### config.mk
export PLATFORM = sky130hd
export DESIGN_NAME = sat_counter
export DESIGN_NICKNAME = d
export VERILOG_FILES = /design/src/rtl/tb_output_checker_sat_counter.sv
export SDC_FILE = /design/constraint.sdc
export NUM_CORES = 1
export LEC_CHECK = 0
export BUFFER_PORTS_ARGS = -buffer_cell sky130_fd_sc_hd__buf_2
export CAP_MARGIN = 15
export CORE_MARGIN = 5
export CORE_UTILIZATION = 40
export DETAILED_ROUTE_END_ITERATION = 10
export SETUP_SLACK_MARGIN = 0.15
export SLEW_MARGIN = 25
export SYNTH_ARGS = -nofsm -noshare
export SYNTH_HDL_FRONTEND = slang
export SYNTH_SLANG_ARGS = --single-unit
### constraint.sdc
create_clock -name clk -period 4.74 [get_ports clk]
set_clock_uncertainty 0.05 [all_clocks]
set_input_delay 0.474 -clock clk [delete_from_list [all_inputs] [get_ports clk]]
set_output_delay 0.474 -clock clk [all_outputs]
set_load 0.02 [all_outputs]
### src/rtl/tb_output_checker_sat_counter.sv
// sat_counter: clearable up-counter that sticks at its all-ones value
module sat_counter #(
  parameter int W = 16
) (
  input  logic         clk,
  input  logic         reset,
  input  logic         clr,
  input  logic         inc,
  output logic [W-1:0] q
);
  always_ff @(posedge clk)
    if (reset || clr) q <= '0;
    else if (inc && q != {W{1'b1}}) q <= q + 1'b1;
endmodule

==> reports/results.txt, run 1 <==
simple-gate share of the synthesized area: 33.8%
die area: 3140 um^2
XOR/XNOR share of the synthesized area: 3.10%
Layout area overhead: 16.4%
Worst Hold Launch: reset
CP Capture Type: flip-flop
Post-Route WL: 1.88 mm
layout cells sized above 1: 25.4%
CTS tree: yes
pwr/cell area: 217 nW/um^2
Initial Util: 42.7%
Final Hold Viols: 0
P_leak: 0.409 nW
fillers: 190
Sequential Power Share: 63.4%
Num Clock Sinks: 16
fin crit period: 1.85 ns
r2r setup slk: 2.89 ns
area used by multi-input combinational logic: 510 um^2
DP Wirelength: 1.41 mm
vias in the first global route: 747
Yosys reg bits: 16
combinational fraction of design power: 4.3%
site row count: 16
WS Path Type: reg -> reg
total power: 0.214 mW
antenna violations before repair: 0
commonest non-fill, non-tap cell in the layout: buf_2
FMAX: 541 MHz
critical path launch point type: flip-flop
Post-Synth Adder-Cell Area: 1.48%
Post-Syn Area: 847 um^2
# setup viols final: 0
Worst Hold Path Cells: 3
Critical R2R Launch: q[0]$_SDFFE_PP0P_
largest net degree at the start of global routing: 16
setup TNS: 0 ns
total global routing overflow: 0
clock power share: 32.2%
I/O Buffers: 19
register area share after synthesis: 37.8%
Net Switching: 0.0464 mW
status: completed
first-pass GRT wire length: 3.37 mm
die extent in y: 56.0 um
clk slew on worst S/H paths: 0.09 ns
Worst R2R Path Depth: 5
Worst Setup Slack, final: 2.89 ns
mux cell area share after synthesis: 0%
Crit path arrival time: 2.01 ns
commonest non-fill, non-tap cells in the layout: buf_2 (19), dfxtp_1 (16), a21oi_1 (9)
pre-CTS WS: 2.89 ns
largest family of logic cells by synthesized area: simple AND/OR/NAND/NOR gates
Initial DRT Pass Iterations: 4
via density per instance: 5.68
via count: 801
CP max FO: 6
Required @ worst endpoint: 4.91 ns
Bufs on Longest Clock Path: 2
diodes inserted: 0
hold bufs inserted after CTS: 0
Final #Nets: 121
routability cong.: 0.753
Die W: 56.0 um
Hold Slack: 0.460 ns
placed cell count: 138
placed cell areas: 963 um^2
io pins: 20
Final Instance Count excl. Fillers: 141
root buffer cell: clkbuf_4
Largest register FFs: 16
Worst Hold Class: in -> reg
Hold EP: q[12]$_SDFFE_PP0P_
worst skew pair latency: 0.28 ns
drt drc: 0
Iteration-0 DRC Markers: 25
routed length per placed instance: 13.3 um
TritonCTS Buffers: 3
final instance area: 986 um^2
Switching Fraction: 21.7%
Post-CTS Setup Bufs: 0
Total Routing Usage GR: 13.2%
library cells used by synthesis: 30
worst-margin pin slew: 0.571 ns
RSZ-0062 raised after global routing: false
Final period util: 39.0%
VDD IR max: 0.000123 V
Biggest register: q
slew margin rel.: 61.5%
Syn Inst Count: 95
syn nets: 100
Compound-Gate Fraction of Synth Area: 21.9%
core area: 1980 um^2
R2R Path End: q[3]$_SDFFE_PP0P_
final core occ: 49.7%
H-tree depth: 1
Yosys warnings: 0
antenna viol nets, final: 0
P_int: 0.167 mW
synthesized area per cell: 8.92 um^2
total of max-cap violations: 0
Slew Limit Fails: 0
register area: 320 um^2
Largest regs: q: 16 flops
post-CTS resize count: 0
[worst max path at each step]
stage,startpoint,end,slack [ns]
final,q[0]$_SDFFE_PP0P_,q[3]$_SDFFE_PP0P_,2.89
after global routing,q[0]$_SDFFE_PP0P_,q[3]$_SDFFE_PP0P_,2.71
after CTS,q[0]$_SDFFE_PP0P_,q[3]$_SDFFE_PP0P_,2.88
after detailed placement,q[0]$_SDFFE_PP0P_,q[3]$_SDFFE_PP0P_,2.89
after global placement,q[0]$_SDFFE_PP0P_,q[3]$_SDFFE_PP0P_,2.99
after floorplan,q[0]$_SDFFE_PP0P_,q[5]$_SDFFE_PP0P_,2.93
[cells by family after synthesis]
group | Yosys count
AOI/OAI and AO/OA | 27
xor gates and xnor gates | 3
adders and majority gates | 1
buffers and inverters | 4
DFF | 16
and+or+nand+nor | 44
[per-layer routing]
metal,GRT usage (%),vias up,wire length [um]
li1,-,419,-
met1,17.2,361,900
met2,20.4,17,846
met3,2.55,4,96
met4,7.12,0,31
met5,0,-,0
[power by group through the flow]
stage | clock network, mW | logic (mW) | registers, mW
6_report | 0.0689 | 0.00930 | 0.136
5_1_grt | 0.0775 | 0.0105 | 0.136
4_1_cts | 0.0749 | 0.00953 | 0.136
3_5_place_dp | 0 | 0.00953 | 0.139
3_3_place_gp | 0 | 0.00947 | 0.139
2_1_floorplan | 0 | 0.00509 | 0.139
[worst max-delay path, cell delays in order (launching register included)]
cell and delay (ns):
dfxtp_1 0.41, ha_1 0.21, nand3_1 0.16, o41ai_2 0.64, o21ai_0 0.18, a21oi_1 0.14
[layout make-up]
cell class                      count  area share (%)
Sequential cell                    16            32.5
Clock buffer                        3            2.28
Tap cell                           27            3.43
Multi-Input combinational cell     75            51.8
Inverter                            1           0.381
Timing Repair Buffer               19            9.64
[synthesized netlist by cell type]
master    instances  area, um^2
dfxtp_1          16         320
a21oi_1           9        45.0
nor2_1            7        26.3
nand2_1           6        22.5
nand3_1           5        25.0
nand4_1           5        31.3
o21ai_0           5        25.0
or3_1             5        31.3
a41o_1            4        40.0
and4_1            4        35.0
a31oi_1           3        18.8
o31ai_1           3        22.5
or4_1             3        22.5
and2_1            2        12.5
clkbuf_1          2        7.51
xor2_1            2        17.5
a211oi_1          1        7.51
and3_4            1        11.3
clkbuf_2          1        5.00
ha_1              1        12.5
inv_1             1        3.75
nand4_2           1        12.5
nand4_4           1        21.3
nor3_1            1        5.00
nor4_2            1        12.5
o211a_1           1        10.0
o41ai_2           1        16.3
or2_2             1        6.26
or4_4             1        11.3
xnor2_1           1        8.76
Power figures use the tool's default switching activity.
==> run 2, diff against run 1 <==
- ABC_AREA: default -> 1
- clock period: 4.74 -> 1.53 ns (I/O delays scaled with it)
==> run 2 against run 1 <==
Against the previous run: area after synthesis grew 12%; power rose to 3.6 times the previous value; sequential cell count unchanged; first-iteration DRC count down 4.0%; combinational power grew to 5.2 times the previous value; critical path type unchanged; critical endpoint is now q[2]$_SDFFE_PP0P_; largest power group unchanged.
==> reports/results.txt, run 2 <==
status: completed
Largest register FFs: 16 (unchanged)
Worst R2R Path Depth: 8 (+3)
RSZ-0062 raised after global routing: true
diodes inserted: 0 (unchanged)
FMAX: 723 MHz (+34%)
Num Clock Sinks: 16 (unchanged)
commonest non-fill, non-tap cell in the layout: nand2_1
clk slew on worst S/H paths: 0.10 ns (about the same)
fin crit period: 1.38 ns (-0.465 ns)
final core occ: 54.9% (+5.2 points)
Initial Util: 42.6% (-0.16 points)
Total Routing Usage GR: 14.2% (+0.99 points)
r2r setup slk: 0.15 ns (-2.74 ns)
pwr/cell area: 623 nW/um^2 (+190%)
Final Instance Count excl. Fillers: 203 (+44%)
Iteration-0 DRC Markers: 24 (-4.0%)
vias in the first global route: 860 (+15%)
hold bufs inserted after CTS: 0 (unchanged)
total global routing overflow: 0 (unchanged)
Syn Inst Count: 149 (+57%)
synthesized area per cell: 6.38 um^2 (-28%)
worst setup path start: q[0]$_SDFFE_PP0P_
VDD IR max: 0.000468 V (+280%)
worst-margin pin slew: 0.199 ns (-0.372 ns)
Post-Route WL: 2.33 mm (+24%)
Worst Hold Class: in -> reg
Yosys reg bits: 16 (unchanged)
Die W: 58.8 um (+4.9%)
root buffer cell: clkbuf_4
routed length per placed instance: 11.5 um (-14%)
timing endpoint of the critical path: q[2]$_SDFFE_PP0P_
fillers: 230 (+21%)
Slew Limit Fails: 0 (unchanged)
Yosys warnings: 0 (unchanged)
core area: 2230 um^2 (+13%)
antenna viol nets, final: 0 (unchanged)
worst skew pair latency: 0.30 ns (+0.02 ns)
Worst Hold Launch: inc
Critical R2R Launch: q[0]$_SDFFE_PP0P_
Bufs on Longest Clock Path: 2 (unchanged)
Worst Setup Slack, final: 0.147 ns (-2.74 ns)
slew margin rel.: 86.7% (+25 points)
via density per instance: 4.89 (-14%)
I/O Buffers: 19 (unchanged)
P_leak: 0.498 nW (+22%)
EDFF count, synth: 0 (unchanged)
via count: 993 (+24%)
Biggest register: q
Final period util: 90.4% (+51 points)
TritonCTS Buffers: 3 (unchanged)
share of the synthesized area in the top cell type: 33.7% (-4.1 points)
R2R Path End: q[2]$_SDFFE_PP0P_
synth cell count leaders: nand2_1 (38), nor2_1 (34), dfxtp_1 (16)
most frequent CP cell: nor2_4
site row count: 17 (+1)
CTS tree: yes
drt drc: 0 (unchanged)
Largest regs: q: 16 flops
placed cell count: 196 (+42%)
commonest non-fill, non-tap cells in the layout: nand2_1 (36), nor2_1 (29), buf_2 (19)
# setup viols final: 0 (unchanged)
H-tree depth: 1 (unchanged)
die area: 3450 um^2 (+10%)
Initial DRT Pass Iterations: 4 (unchanged)
Top delay family on crit path: simple AND/OR/NAND/NOR gates
Synth Flop Type: dfxtp_1
Crit path depth: 8 (+3)
DP Wirelength: 1.69 mm (+20%)
routability cong.: 0.807 (+7.1%)
Post-Syn Area: 951 um^2 (+12%)
die extent in y: 58.8 um (+4.9%)
Layout area overhead: 28.9%
crit path cell chain: ha_4 -> nand2_2 -> nor2_4 -> nand2_2 -> nor2_4 -> nor2_4 -> a21oi_1 -> nor2_1
critical path launch point type: flip-flop
first-pass GRT wire length: 3.77 mm (+12%)
CP Capture Type: flip-flop
crit path max-delay cell type: dfxtp_4
register area share after synthesis: 33.7% (-4.1 points)
total power: 0.764 mW (+260%)
Final #Nets: 181 (+50%)
Final Hold Viols: 0 (unchanged)
layout cells sized above 1: 36.6% (+11 points)
syn nets: 154 (+54%)
Required @ worst endpoint: 1.67 ns (-3.24 ns)
CP peak stage delay: 0.37 ns (-0.27 ns)
Crit path arrival time: 1.53 ns (-0.48 ns)
largest area contributor in the netlist: dfxtp_1
count leader, synth: nand2_1
WS Path Type: reg -> reg
Synth area leaders: dfxtp_1 (34%), nand2_1 (15%), nor2_1 (13%)
ys async rst share: 0% (unchanged)
library cells used by synthesis: 21 (-30%)
total of max-cap violations: 0 (unchanged)
largest net degree at the start of global routing: 17 (+1)
antenna violations before repair: 0 (unchanged)
Buf/Inv on CP: 0 (unchanged)
pre-CTS WS: 0.0516 ns (-2.84 ns)
CP max FO: 5 (-1)
setup TNS: 0 ns (unchanged)
io pins: 20 (unchanged)
## run 2: cell count changes in the layout (fill, tap and decap cells not counted), moves of 9 or more
cell | before | now
dfxtp_1 | 16 | 3
inv_1 | 1 | 12
nor2_4 | 0 | 9
nor2_1 | 7 | 29
dfxtp_2 | 0 | 11
nand3_1 | 5 | 14
nand2_1 | 6 | 36
## run 2: worst min path at each step
stage          cells past startpoint  slack [ns]                 end
2_1_floorplan                      3        0.29  q[11]$_SDFFE_PP0P_
3_3_place_gp                       2        0.45  q[11]$_SDFFE_PP0P_
3_5_place_dp                       2        0.46  q[11]$_SDFFE_PP0P_
4_1_cts                            4        0.17  q[11]$_SDFFE_PP0P_
5_1_grt                            4        0.21  q[11]$_SDFFE_PP0P_
6_report                           4        0.18  q[11]$_SDFFE_PP0P_
## run 2: metal layers
layer	global-route usage, %	wire, um
met3	2.19	98
met4	5.83	23
met1	17.6	1090
met5	0	0
met2	24.3	1110
## run 2: final cells by class
cell class	instances	area [um^2]	area share, %
clock buffer	4	36.3	2.96
inverter	14	52.6	4.29
multi-input combinational	117	628	51.2
sequential	16	342	27.9
tap	28	35.0	2.86
timing repair buffer	24	133	10.8
## run 2: where the power goes
part / total, mW / switching, mW / internal [mW]
registers: 0.419 / 0.00284 / 0.416
logic: 0.0488 / 0.0290 / 0.0198
clock network: 0.296 / 0.151 / 0.145
total: 0.764 / 0.182 / 0.581
## run 2: worst reg2reg max path: stages, from the launching register on
cell and delay, ns:
dfxtp_4 0.37, ha_4 0.15, nand2_2 0.08, nor2_4 0.13
nand2_2 0.10, nor2_4 0.18, nor2_4 0.07, a21oi_1 0.12
nor2_1 0.05
## run 2: cell families (layout without fill, tap and decap cells)
logic type | count (synthesis) | count (layout) | share of synthesized area, %
AND/OR/NAND/NOR | 102 | 102 | 49.5
buffers and inverters | 16 | 42 | 7.50
AO/OA/AOI/OAI | 14 | 14 | 8.03
adder cells (fa/ha/maj) | 1 | 1 | 1.32
flip-flops | 16 | 16 | 33.7
## run 2: per-stage QoR
step                hold slack [ns]  cell area, um^2
floorplan                     0.285              978
global placement              0.445             1100
detailed placement            0.456             1100
CTS                           0.173             1190
global route                  0.210             1230
finish                        0.181             1230
## run 2: timing repair
item	4_1_cts	5_1_grt
pin swaps	2	1
gates resized for setup	6	13
buffers inserted	3	0
setup endpoints to repair	11	16
endpoints found under the hold margin	0	0
cloned	0	0
==> run 3, diff against run 2 <==
- RECOVER_POWER: default -> 25
==> run 3 against run 2 <==
Against the previous run: core utilization down 0.28 points; die area stayed put; sequential power about the same; clock-buffer cell count did not move; power hardly changed; clock power is essentially flat; sequential share of layout area hardly changed; highest routed layer unchanged; largest power group unchanged; non-clock buffer count is the same; via count up 0.30%; first-iteration DRC count did not move; sequential cell count unchanged; worst hold slack about the same.
==> reports/results.txt, run 3 (synthesis gave the netlist of run 2 again) <==
placed cell areas: 1100 um^2 (unchanged)
Worst R2R Path Depth: 7 (-1)
most frequent CP cell: nor2_4
Worst Hold Class: in -> reg
Num Clock Sinks: 16 (unchanged)
largest net degree at the start of global routing: 17 (unchanged)
FMAX: 717 MHz (-0.81%)
Iteration-0 DRC Markers: 24 (unchanged)
worst skew pair latency: 0.30 ns (about the same)
commonest non-fill, non-tap cell in the layout: nand2_1
timing endpoint of the critical path: q[2]$_SDFFE_PP0P_
Buf/Inv on CP: 0 (unchanged)
diodes inserted: 0 (unchanged)
root buffer cell: clkbuf_4
Final #Nets: 181 (unchanged)
worst setup path start: q[4]$_SDFFE_PP0P_
final core occ: 54.6% (-0.28 points)
r2r setup slk: 0.14 ns (about the same)
CP Capture Type: flip-flop
Die W: 58.8 um (unchanged)
antenna viol nets, final: 0 (unchanged)
status: completed
critical path launch point type: flip-flop
setup TNS: 0 ns (unchanged)
final instance area: 1220 um^2 (-0.51%)
Post-Route WL: 2.30 mm (-0.99%)
commonest non-fill, non-tap cells in the layout: nand2_1 (36), nor2_1 (29), buf_2 (15)
Biggest register: q
Critical R2R Launch: q[4]$_SDFFE_PP0P_
H-tree depth: 1 (unchanged)
total global routing overflow: 0 (unchanged)
Initial Util: 42.6% (unchanged)
first-pass GRT wire length: 3.77 mm (unchanged)
Total Routing Usage GR: 14.2% (unchanged)
VDD IR max: 0.000468 V (about the same)
pwr/cell area: 626 nW/um^2 (+0.53%)
Final Hold Viols: 0 (unchanged)
slew margin rel.: 83.2% (-3.5 points)
CTS tree: yes
crit path max-delay cell type: dfxtp_1
Crit path depth: 7 (-1)
site row count: 17 (unchanged)
vias in the first global route: 860 (unchanged)
CP peak stage delay: 0.41 ns (+0.04 ns)
crit path cell chain: nand2_1 -> nor2_4 -> nand2_2 -> nor2_4 -> nor2_4 -> a21oi_1 -> nor2_1
Final period util: 91.1% (+0.73 points)
Crit path arrival time: 1.54 ns (about the same)
TritonCTS Buffers: 3 (unchanged)
antenna violations before repair: 0 (unchanged)
via density per instance: 4.91 (+0.30%)
RSZ-0062 raised after global routing: true
clk slew on worst S/H paths: 0.11 ns (about the same)
Largest regs: q: 16 flops
layout cells sized above 1: 33.7% (-2.9 points)
I/O Buffers: 19 (unchanged)
Initial DRT Pass Iterations: 5 (+1)
WS Path Type: reg -> reg
die extent in y: 58.8 um (unchanged)
via count: 996 (+0.30%)
Top delay family on crit path: simple AND/OR/NAND/NOR gates
fin crit period: 1.39 ns (+0.0112 ns)
Largest register FFs: 16 (unchanged)
total power: 0.764 mW (about the same)
# setup viols final: 0 (unchanged)
hold bufs inserted after CTS: 0 (unchanged)
io pins: 20 (unchanged)
Slew Limit Fails: 0 (unchanged)
Layout area overhead: 28.3%
Required @ worst endpoint: 1.67 ns (about the same)
worst-margin pin slew: 0.253 ns (+0.0542 ns)
R2R Path End: q[2]$_SDFFE_PP0P_
Bufs on Longest Clock Path: 2 (unchanged)
P_leak: 0.480 nW (-3.7%)
routability cong.: 0.807 (unchanged)
core area: 2230 um^2 (unchanged)
routed length per placed instance: 11.3 um (-0.99%)
CP max FO: 5 (unchanged)
drt drc: 0 (unchanged)
die area: 3450 um^2 (unchanged)
Hold Slack: 0.181 ns (-0.0000180 ns)
total of max-cap violations: 0 (unchanged)
DP Wirelength: 1.69 mm (unchanged)
-- run 3: where the power goes --
part | total, mW | switching, mW | internal (mW)
Clock | 0.296 | 0.151 | 0.145
Sequential | 0.419 | 0.00284 | 0.417
Combinational | 0.0488 | 0.0290 | 0.0198
-- run 3: worst min path at each step --
stage	start	cells past startpoint	endpoint
floorplan	inc	3	q[11]$_SDFFE_PP0P_
global placement	q[11]$_SDFFE_PP0P_	2	q[11]$_SDFFE_PP0P_
detailed placement	q[11]$_SDFFE_PP0P_	2	q[11]$_SDFFE_PP0P_
CTS	inc	4	q[11]$_SDFFE_PP0P_
global route	inc	4	q[11]$_SDFFE_PP0P_
finish	inc	4	q[11]$_SDFFE_PP0P_
-- run 3: timing repair --
item,in CTS,in global routing
setup endpoints to repair,11,16
pin swaps,2,1
buffers inserted,3,0
gates resized for setup,6,13
-- run 3: layer usage --
metal  share of wire [%]  global-route usage (%)  wire (um)  vias to the layer above
met4                 1.0                    5.83         23                        0
met5                   0                       0          0                        -
li1                    -                       -          -                      525
met1                  47                    17.6       1090                      449
met2                  48                    24.3       1110                       18
met3                 3.4                    2.19         79                        4
-- run 3: final cells by class --
class | instances | area, um^2
Sequential cell | 16 | 340
Multi-Input combinational cell | 117 | 628
Clock buffer | 4 | 36.3
Tap cell | 28 | 35.0
Timing Repair Buffer | 24 | 128
Fill cell | 230 | 1010
Inverter | 14 | 52.6
-- run 3: per-stage QoR --
stage	worst slack, ns	cells
final	0.136	203
after global routing	0.0323	203
after floorplan	0.154	149
after global placement	0.117	196
after detailed placement	0.0516	196
after CTS	0.147	203
-- run 3: worst min-delay path, delay by kind of cell --
kind            cells  cell delay [ns]
compound gates      2             0.13
buf+inv             1             0.14
simple gates        1             0.06
